**config.mk**
```make
export PLATFORM = sky130hd
export DESIGN_NAME = drone_cmd_sequencer
export DESIGN_NICKNAME = d
export VERILOG_FILES = /design/src/rtl/drone_cmd_pkg.sv /design/src/rtl/drone_tick_div.sv /design/src/rtl/drone_cmd_sequencer.sv
export SDC_FILE = /design/constraint.sdc
export NUM_CORES = 1
export LEC_CHECK = 0
export BUFFER_PORTS_ARGS = -buffer_cell sky130_fd_sc_hd__buf_2
export CORE_ASPECT_RATIO = 0.7
export CORE_MARGIN = 4
export CORE_UTILIZATION = 43
export DETAILED_ROUTE_END_ITERATION = 16
export PLACE_DENSITY_LB_ADDON = 0.1
export SLEW_MARGIN = 20
export SYNTH_ARGS = -nofsm -noshare
export SYNTH_HDL_FRONTEND = slang
export SYNTH_HIERARCHICAL = 1
export SYNTH_SLANG_ARGS = --single-unit
```
**constraint.sdc**
```tcl
create_clock -name clk -period 5.43 [get_ports clk]
set_clock_uncertainty 0.2 [all_clocks]
set_input_delay 0.543 -clock clk [delete_from_list [all_inputs] [get_ports clk]]
set_output_delay 0.543 -clock clk [all_outputs]
set_load 0.01 [all_outputs]
```
**src/rtl/drone_cmd_pkg.sv**
```systemverilog
// Shared command codes, state encoding and setpoint width for the flight-command sequencer.
package drone_cmd_pkg;

    localparam int SP_W = 16;

    localparam logic [7:0] CMD_DISARM  = 8'h00;
    localparam logic [7:0] CMD_TAKEOFF = 8'h01;
    localparam logic [7:0] CMD_LAND    = 8'h02;
    localparam logic [7:0] CMD_FWD     = 8'h03;
    localparam logic [7:0] CMD_BACK    = 8'h04;
    localparam logic [7:0] CMD_LEFT    = 8'h05;
    localparam logic [7:0] CMD_RIGHT   = 8'h06;
    localparam logic [7:0] CMD_HOVER   = 8'h07;
    localparam logic [7:0] CMD_ESTOP   = 8'hFF;

    typedef enum logic [2:0] {
        S_DISARMED = 3'd0,
        S_TAKEOFF  = 3'd1,
        S_HOVER    = 3'd2,
        S_MANEUVER = 3'd3,
        S_LANDING  = 3'd4,
        S_ESTOP    = 3'd5
    } state_t;

    // Motors are enabled in every state between takeoff and touchdown.
    function automatic logic is_powered(input state_t s);
        return (s == S_TAKEOFF) || (s == S_HOVER) || (s == S_MANEUVER) || (s == S_LANDING);
    endfunction

endpackage

```
**src/rtl/drone_tick_div.sv**
```systemverilog
// Prescaler: counts enabled cycles and emits a one-cycle tick every DIV of them.
module drone_tick_div #(
    parameter int DIV = 8
) (
    input  logic clk,
    input  logic rst,
    input  logic i_en,
    input  logic i_clr,
    output logic o_tick
);

    localparam int W = (DIV > 1) ? $clog2(DIV) : 1;
    localparam logic [W-1:0] LAST = W'(DIV - 1);

    logic [W-1:0] r_cnt;

    // Clear has priority so a restart lands on count 0 at the same edge.
    always_ff @(posedge clk) begin
        if (rst || i_clr) begin
            r_cnt <= '0;
        end else if (i_en) begin
            r_cnt <= (r_cnt == LAST) ? '0 : r_cnt + W'(1);
        end
    end

    assign o_tick = i_en && (r_cnt == LAST);

endmodule

```
**src/rtl/drone_cmd_sequencer.sv**
```systemverilog
// Flight-command sequencer: decodes UART command bytes, runs the flight FSM,
// ramps throttle, strobes setpoints to the PID stage and lands on link loss.
module drone_cmd_sequencer
    import drone_cmd_pkg::*;
#(
    parameter logic [SP_W-1:0]        HOVER_THR    = 16'd600,
    parameter logic [SP_W-1:0]        RAMP_STEP    = 16'd4,
    parameter int                     RAMP_DIV     = 50000,
    parameter logic signed [SP_W-1:0] TILT_SP      = 16'sd100,
    parameter int                     PID_TICK_DIV = 50000,
    parameter int                     TIMEOUT_CYC  = 25000000
) (
    input  logic                   clk,
    input  logic                   rst,
    input  logic                   rx_valid,
    input  logic [7:0]             rx_data,
    output logic [SP_W-1:0]        throttle_sp,
    output logic signed [SP_W-1:0] pitch_sp,
    output logic signed [SP_W-1:0] roll_sp,
    output logic                   armed,
    output logic                   sp_valid,
    output logic [2:0]             state,
    output logic                   failsafe,
    output logic                   cmd_err
);

    localparam int TO_W = (TIMEOUT_CYC > 1) ? $clog2(TIMEOUT_CYC) : 1;
    localparam logic [TO_W-1:0] TO_LAST = TO_W'(TIMEOUT_CYC - 1);

    state_t                 r_state;
    logic [SP_W-1:0]        r_thr;
    logic signed [SP_W-1:0] r_pitch, r_roll;
    logic                   r_armed, r_sp_valid, r_fs, r_cmd_err;
    logic [TO_W-1:0]        r_to_cnt;

    state_t                 w_nxt_state;
    logic [SP_W-1:0]        w_nxt_thr;
    logic signed [SP_W-1:0] w_nxt_pitch, w_nxt_roll;
    logic                   w_nxt_fs, w_err;
    logic                   w_ramp_tick, w_pid_tick, w_airborne, w_expire;
    logic [SP_W:0]          w_thr_up, w_thr_dn;

    assign w_airborne = (r_state == S_TAKEOFF) || (r_state == S_HOVER) || (r_state == S_MANEUVER);
    assign w_expire   = w_airborne && !rx_valid && (r_to_cnt == TO_LAST);
    assign w_thr_up   = {1'b0, r_thr} + {1'b0, RAMP_STEP};
    assign w_thr_dn   = {1'b0, r_thr} - {1'b0, RAMP_STEP};

    drone_tick_div #(.DIV(RAMP_DIV)) u_ramp_div (
        .clk    (clk),
        .rst    (rst),
        .i_en   ((r_state == S_TAKEOFF) || (r_state == S_LANDING)),
        .i_clr  (w_nxt_state != r_state),
        .o_tick (w_ramp_tick)
    );

    drone_tick_div #(.DIV(PID_TICK_DIV)) u_pid_div (
        .clk    (clk),
        .rst    (rst),
        .i_en   (r_armed),
        .i_clr  (!r_armed),
        .o_tick (w_pid_tick)
    );

    // Commands are resolved first; ramp ticks and link timeout only act when
    // the command left the state unchanged.
    always_comb begin
        w_nxt_state = r_state;
        w_nxt_thr   = r_thr;
        w_nxt_pitch = r_pitch;
        w_nxt_roll  = r_roll;
        w_nxt_fs    = r_fs;
        w_err       = 1'b0;
        if (rx_valid) begin
            if (rx_data == CMD_ESTOP) begin
                w_nxt_state = S_ESTOP;
                w_nxt_thr   = '0;
                w_nxt_pitch = '0;
                w_nxt_roll  = '0;
            end else begin
                case (r_state)
                    S_DISARMED: begin
                        if (rx_data == CMD_TAKEOFF) begin
                            w_nxt_state = S_TAKEOFF;
                            w_nxt_thr   = '0;
                            w_nxt_fs    = 1'b0;
                        end else if (rx_data != CMD_DISARM) begin
                            w_err = 1'b1;
                        end
                    end
                    S_TAKEOFF: begin
                        if (rx_data == CMD_LAND || rx_data == CMD_DISARM) begin
                            w_nxt_state = S_LANDING;
                        end else begin
                            w_err = 1'b1;
                        end
                    end
                    S_HOVER, S_MANEUVER: begin
                        case (rx_data)
                            CMD_DISARM, CMD_LAND: begin
                                w_nxt_state = S_LANDING;
                                w_nxt_pitch = '0;
                                w_nxt_roll  = '0;
                            end
                            CMD_FWD:   begin w_nxt_state = S_MANEUVER; w_nxt_pitch = TILT_SP;  w_nxt_roll = '0;       end
                            CMD_BACK:  begin w_nxt_state = S_MANEUVER; w_nxt_pitch = -TILT_SP; w_nxt_roll = '0;       end
                            CMD_LEFT:  begin w_nxt_state = S_MANEUVER; w_nxt_pitch = '0;       w_nxt_roll = -TILT_SP; end
                            CMD_RIGHT: begin w_nxt_state = S_MANEUVER; w_nxt_pitch = '0;       w_nxt_roll = TILT_SP;  end
                            CMD_HOVER: begin w_nxt_state = S_HOVER;    w_nxt_pitch = '0;       w_nxt_roll = '0;       end
                            default:   w_err = 1'b1;
                        endcase
                    end
                    S_ESTOP: begin
                        if (rx_data == CMD_DISARM) begin
                            w_nxt_state = S_DISARMED;
                        end else begin
                            w_err = 1'b1;
                        end
                    end
                    default: w_err = 1'b1;
                endcase
            end
        end
        if (w_nxt_state == r_state) begin
            if (w_expire) begin
                w_nxt_state = S_LANDING;
                w_nxt_fs    = 1'b1;
                w_nxt_pitch = '0;
                w_nxt_roll  = '0;
            end else if (w_ramp_tick && r_state == S_TAKEOFF) begin
                if (w_thr_up >= {1'b0, HOVER_THR}) begin
                    w_nxt_thr   = HOVER_THR;
                    w_nxt_state = S_HOVER;
                end else begin
                    w_nxt_thr = w_thr_up[SP_W-1:0];
                end
            end else if (w_ramp_tick && r_state == S_LANDING) begin
                if (w_thr_dn[SP_W] || w_thr_dn == '0) begin
                    w_nxt_thr   = '0;
                    w_nxt_state = S_DISARMED;
                end else begin
                    w_nxt_thr = w_thr_dn[SP_W-1:0];
                end
            end
        end
    end

    always_ff @(posedge clk) begin
        if (rst) begin
            r_state    <= S_DISARMED;
            r_thr      <= '0;
            r_pitch    <= '0;
            r_roll     <= '0;
            r_armed    <= 1'b0;
            r_sp_valid <= 1'b0;
            r_fs       <= 1'b0;
            r_cmd_err  <= 1'b0;
        end else begin
            r_state    <= w_nxt_state;
            r_thr      <= w_nxt_thr;
            r_pitch    <= w_nxt_pitch;
            r_roll     <= w_nxt_roll;
            r_armed    <= is_powered(w_nxt_state);
            r_sp_valid <= w_pid_tick && is_powered(w_nxt_state);
            r_fs       <= w_nxt_fs;
            r_cmd_err  <= w_err;
        end
    end

    // Any received byte proves the link is alive, even an illegal one.
    always_ff @(posedge clk) begin
        if (rst || rx_valid || !w_airborne || w_expire) begin
            r_to_cnt <= '0;
        end else begin
            r_to_cnt <= r_to_cnt + TO_W'(1);
        end
    end

    assign throttle_sp = r_thr;
    assign pitch_sp    = r_pitch;
    assign roll_sp     = r_roll;
    assign armed       = r_armed;
    assign sp_valid    = r_sp_valid;
    assign state       = r_state;
    assign failsafe    = r_fs;
    assign cmd_err     = r_cmd_err;

endmodule

```
# Word level (Yosys, flattened, before mapping)
# Index checks and enable logic that the tools add are counted.
# W data, S select, Z words.
[word_totals]
reg_bits = 112
latchBits = 0
ram_bits = 0
mem_bits_ro = 0
input_bits = 11
out_inout_bits = 55
word_cells = 123
mem_count = 0
[classes]
add_sub_neg = 5
multipliers = 0
div = 0
n_lt_le_gt_ge = 1
eq_ne = 22
shift = 0
muxes = 49
bitwise_logic = 1
n_reduce_logical = 34
[op_table]
columns = ["cell", "n"]
rows = [
  ["$mux W16", 22],
  ["$pmux W16 S3", 2],
  ["$mux W3", 11],
  ["$add A16 B1 Y16 const B", 2],
  ["$eq A16 B16 Y1 const B", 2],
  ["$eq A8 B3 Y1 const B", 4],
  ["$add A25 B1 Y25 const B", 1],
  ["$eq A25 B25 Y1 const B", 1],
  ["$add A16 B3 Y17 const B", 1],
  ["$ge A17 B10 Y1 const B", 1],
  ["$logic_not A17 Y1", 1],
  ["$sub A16 B3 Y17 const B", 1],
  ["$eq A8 B2 Y1 const B", 2],
  ["$logic_or A1 B1 Y1", 13],
  ["$eq A3 B2 Y1 const B", 4],
  ["$pmux W3 S4", 1],
  ["$mux W1", 11],
  ["$reduce_or A5 Y1", 2],
  ["$eq A3 B3 Y1 const B", 3],
  ["$pmux W3 S3", 1],
  ["$eq A8 B1 Y1 const B", 1],
  ["$eq A8 B8 Y1 const B", 1],
  ["$logic_not A8 Y1", 1],
  ["$reduce_bool A8 Y1", 1],
  ["12 further kinds", 22],
]

# Depth between registers and ports, before layout
[depth]
word_depth = 16
ltp_mapped = 15
mapped_depth_nobuf = 13

# Modules after synthesis
# Netlist, hierarchy kept.
[modules_own_cells]
columns = ["module", "instances", "cells_per_inst", "area_per_inst_um2"]
rows = [
  ["drone_cmd_sequencer", 1, 585, 4679.5],
  ["drone_tick_div", 2, 83, 739.5],
]

# Worst setup path after synthesis
# OpenSTA, ideal clock, no wires.
[synth_timing]
path_kind = "register to register"
startpoint = "register r_state[2], in the netlist state[2]"
endpoint = "register u_ramp_div.r_cnt[10]"
setup_time_ps = 115
arrival_ps = 3788
t_required_ps = 5115
slack_ps = 1327
stages_incl_launch_ff = 15
synth_period_minus_slack_ps = 4103
path_cell_list = "dfxtp_1 clkbuf_1 xnor2_1 nor2_1 clkbuf_1 nand4_1 nor3_1 nor4b_1 o21ai_0 or4_1 o2111ai_1 nor2_1 o31ai_4 buf_6 nor2_1"
[synth_rtl]
columns = ["item", "line_no", "text"]
rows = [
  ["start: declaration", "drone_cmd_sequencer.sv:30", "state_t r_state;"],
  ["start signal: assignment", "drone_cmd_sequencer.sv:158", "r_state <= w_nxt_state;"],
  ["$eq A3 B1 Y1 or $eq A3 B3 Y1 (tied branches)", "drone_cmd_sequencer.sv:51", ".i_en ((r_state == S_TAKEOFF) || (r_state == S_LANDING)),"],
  ["$logic_or A1 B1 Y1 *", "drone_cmd_sequencer.sv:51", ""],
  ["$logic_and A1 B1 Y1 *", "drone_tick_div.sv:26", "assign o_tick = i_en && (r_cnt == LAST);"],
  ["named net w_ramp_tick", "drone_cmd_sequencer.sv:40", "logic w_ramp_tick, w_pid_tick, w_airborne, w_expire;"],
  ["$logic_and A1 B1 Y1", "drone_cmd_sequencer.sv:136", "end else if (w_ramp_tick && r_state == S_LANDING) begin"],
  ["$mux W3", "drone_cmd_sequencer.sv:136", ""],
  ["$mux W3 *", "drone_cmd_sequencer.sv:129", "end else if (w_ramp_tick && r_state == S_TAKEOFF) begin"],
  ["$mux W3 *", "drone_cmd_sequencer.sv:124", "if (w_expire) begin"],
  ["$mux W3 *", "drone_cmd_sequencer.sv:123", "if (w_nxt_state == r_state) begin"],
  ["$ne A3 B3 Y1 *", "drone_cmd_sequencer.sv:52", ".i_clr (w_nxt_state != r_state),"],
  ["$logic_or A1 B1 Y1 *", "drone_tick_div.sv:19", "if (rst || i_clr) begin"],
  ["end signal: assignment", "drone_tick_div.sv:22", "r_cnt <= (r_cnt == LAST) ? '0 : r_cnt + W'(1);"],
  ["end: declaration", "drone_tick_div.sv:15", "logic [W-1:0] r_cnt;"],
]
# Mark *: on every way through the listed nets, which the timed path passes. The rest lies on a longest branch.
# A chain may end at the register's enable or synchronous reset.

# Worst setup path after layout
[layout_timing]
startpoint = "register r_state[0], in the netlist state[0]"
endpoint = "register u_ramp_div.r_cnt[15]"
# Same word-level chain as after synthesis.

==> flow_summary.yaml <==
yosys:
  netlist_area_mm2: 0.00616
  ys_async_sr_fraction_pct: 0
  synth-main-ff-cell: "dfxtp_1"
  ys_ff_latch: 112
  ys.warnings.count: 6
  synth_cell_types: 87
  synth_edf_count: 0
  syn_inst: 751
  synth.avg_cell_area_um2: 8.20
  synth_nets: 769
  seq_area_frac_synth_pct: 36.4
cts:
  h-tree-depth: 3
  path_clk_slew_ns: 0.08
  cts_root_buf: "clkbuf_16"
  clkSinkCount: 112
  insertion_delay_ns: 0.35
  cts_tree: "done"
  numCtsBuffers: 9
  cts.path.max_buffers: 2
  ctsHoldBuffers: 0
  cts_post_setup_buffers_inserted: 0
  cts-resized-gates: 0
global_route:
  grt_pass1_vias: 5332
  overflow: 0
  grt_util_all_layers_pct: 19.6
  grt_first_pass_wirelength_um: 26600
  antenna_found_initial: 1
  grt_max_degree: 34
floorplan:
  initial_utilization_pct: 44.1
  rows: 36
  die_x_um: 151
  die_h_um: 108
  die_area_mm2: 0.0163
  io_pins: 66
  core_mm2: 0.0140
power:
  power.leakage_nw: 2.47
  switching_power_mw: 0.383
  p_seq_share_pct: 52.9
  power.internal_mw: 1.18
  powerDensity_mw_per_mm2: 229
  peakVddDrop_v: 0.000144
  switching_share_pct: 24.5
  p_clk_share_pct: 42.7
  p_comb_share_pct: 4.4
min_path:
  hold_class: "flip-flop to flip-flop"
timing:
  finalSetupViolations: 0
  period_needed_ns: 4.07
  worstMarginPinSlew_ns: 0.962
  relSlewSlack_pct: 35.7
  final-hold-violation-count: 0
  slew_violations: 0
  fin_tns_setup_ns: 0
  max_freq_ghz: 0.246
  finalCritPeriodShare_pct: 74.9
  rsz0062_at_grt: "false"
route:
  first_pass_iters: 5
  remaining_drc_errors: 0
  wl_per_cell_um: 16.2
  drt-total-wl_um: 15900
  ant_nets: 0
  drt_iter0_markers: 584
  num_vias: 5687
  via_per_inst: 5.77
worst_setup_path:
  critPathCaptureType: "flip-flop"
  arrival_ns: 4.08
  critPathRequiredTime_ns: 5.44
  critPathKind: "flip-flop to flip-flop"
  start_kind: "flip-flop"
  r2r_setup_slack_ns: 1.36
  cp_max_fo: 16
job:
  maxCapViolCount: 0
finish:
  final_area_mm2: 0.00684
  final_layout_size_suffix_gt1_share_pct: 16.2
  utilization_pct: 49.0
  fillerInstances: 1356
  syn_to_final_growth_pct: 11.1
  antenna_cells_inserted: 0
  final_cells: 986
  nNetsFinal: 809
placed_design:
  placedInstanceArea_mm2: 0.00654
  post-dp-hpwl_um: 11300
  routabilityCongestion: 0.908
  dp.cells: 970
  io_buffers: 65
status:
  status: "finished, final reports clean"
[cell usage in the layout (no fill, tap or decap), drive strengths merged, types with 15 or more instances in the layout]
cell and count:
nor2 129, dfxtp 112, buf 69, nand2 50, a21oi 48, xnor2 35, nand3 28, nor3 27
nand4 25, o21ai 24, xor2 22, and3 21, inv 21, nor4 15
[power groups by stage]
stage	Clock (mW)	Combinational, mW	Sequential, mW
after floorplan	0	0.0534	0.844
after global placement	0	0.0669	0.846
after detailed placement	0	0.0677	0.846
after CTS	0.686	0.0680	0.827
after global routing	0.719	0.0767	0.828
final	0.667	0.0688	0.827
[critical path, cell delays in order (launching register included)]
cell,delay [ns]
dfxtp_1,0.67
xnor2_1,0.13
nor2_1,0.35
nand4_1,0.32
nor3_1,0.46
nor4b_1,0.31
buf_4,0.22
o21ai_0,0.12
or4_1,0.58
o2111ai_1,0.12
nor2_1,0.11
o31ai_4,0.20
nor2_1,0.12
[metal layers]
metal | GRT usage, % | vias to the layer above | wire length (um)
li1 | - | 2791 | -
met1 | 28.6 | 2683 | 7780
met2 | 29.2 | 191 | 6820
met3 | 4.90 | 20 | 1170
met4 | 4.20 | 2 | 138
met5 | 0 | - | 19
[sequential cells by signal, indices dropped and copies added, names as in the netlist]
name / count
armed: 1
throttle_sp: 16
cmd_err: 1
u_pid_div/r_cnt: 16
failsafe: 1
u_ramp_div/r_cnt: 16
state: 3
roll_sp: 16
r_to_cnt: 25
sp_valid: 1
pitch_sp: 16
[cells in the mapped netlist (all sizes together), types with 3 or more instances]
library cell	instances	share of area (%)
a32oi	3	0.43
or3	14	1.5
and3	21	2.3
o31ai	5	1.1
a31oi	8	0.81
nor2b	4	0.41
o22ai	4	0.41
or4b	11	2.0
and4	5	0.71
a211oi	5	0.69
or2	5	0.51
a2111oi	5	1.4
buf	13	1.7
nor4b	6	1.1
a21o	4	0.51
a21oi	48	3.9
nor3	27	2.4
or4	3	0.39
nand2	50	3.0
o211ai	10	1.3
xnor2	35	5.0
nor2	129	8.0
xor2	22	3.1
nand3	28	2.4
o21ai	24	2.0
inv	17	1.0
o21a	4	0.49
dfxtp	112	36
nand2b	7	0.71
o41ai	3	0.43
nand4	25	2.5
nor3b	5	0.61
ha	7	1.4
and2	8	0.81
clkbuf	26	1.7
nor4	15	1.6
[final timing paths]
check,from,end,cells past startpoint
setup / recovery,state[0]$_SDFF_PP0_,u_ramp_div/r_cnt[15]$_SDFFE_PP0P_,12
hold / removal,roll_sp[0]$_SDFF_PP0_,roll_sp[0]$_SDFF_PP0_,1
setup reg to reg,state[0]$_SDFF_PP0_,u_ramp_div/r_cnt[15]$_SDFFE_PP0P_,12
hold reg to reg,roll_sp[0]$_SDFF_PP0_,roll_sp[0]$_SDFF_PP0_,1
[cells by family (layout without fill, tap and decap cells)]
group           after synthesis  count (layout)  share of synthesized area [%]
simple gates                370             370                           31.9
compound gates              145             145                           17.0
flops                       112             112                           36.4
xor+xnor                     57              57                           8.11
buf+inv                      57             102                           4.65
fa+ha+maj                     7               7                           1.42
mux                           3               3                          0.508
[through the flow]
stage | worst slack (ns) | total power [mW] | hold WS [ns]
2_1_floorplan | 1.33 | 0.898 | 0.226
3_3_place_gp | 1.59 | 0.913 | 0.238
3_5_place_dp | 1.40 | 0.914 | 0.246
4_1_cts | 1.38 | 1.58 | 0.271
5_1_grt | 0.966 | 1.62 | 0.283
6_report | 1.36 | 1.56 | 0.268
[area by class of cell]
type | count | area [um2] | share of cell area, %
sequential | 112 | 2240 | 32.8
tap | 190 | 238 | 3.48
multi-input combinational | 582 | 3640 | 53.2
clock buffer | 10 | 239 | 3.49
timing repair buffer | 69 | 355 | 5.20
clock inverter | 6 | 60.1 | 0.878
inverter | 17 | 63.8 | 0.933
No activity file was read; power rests on OpenSTA's default activity.
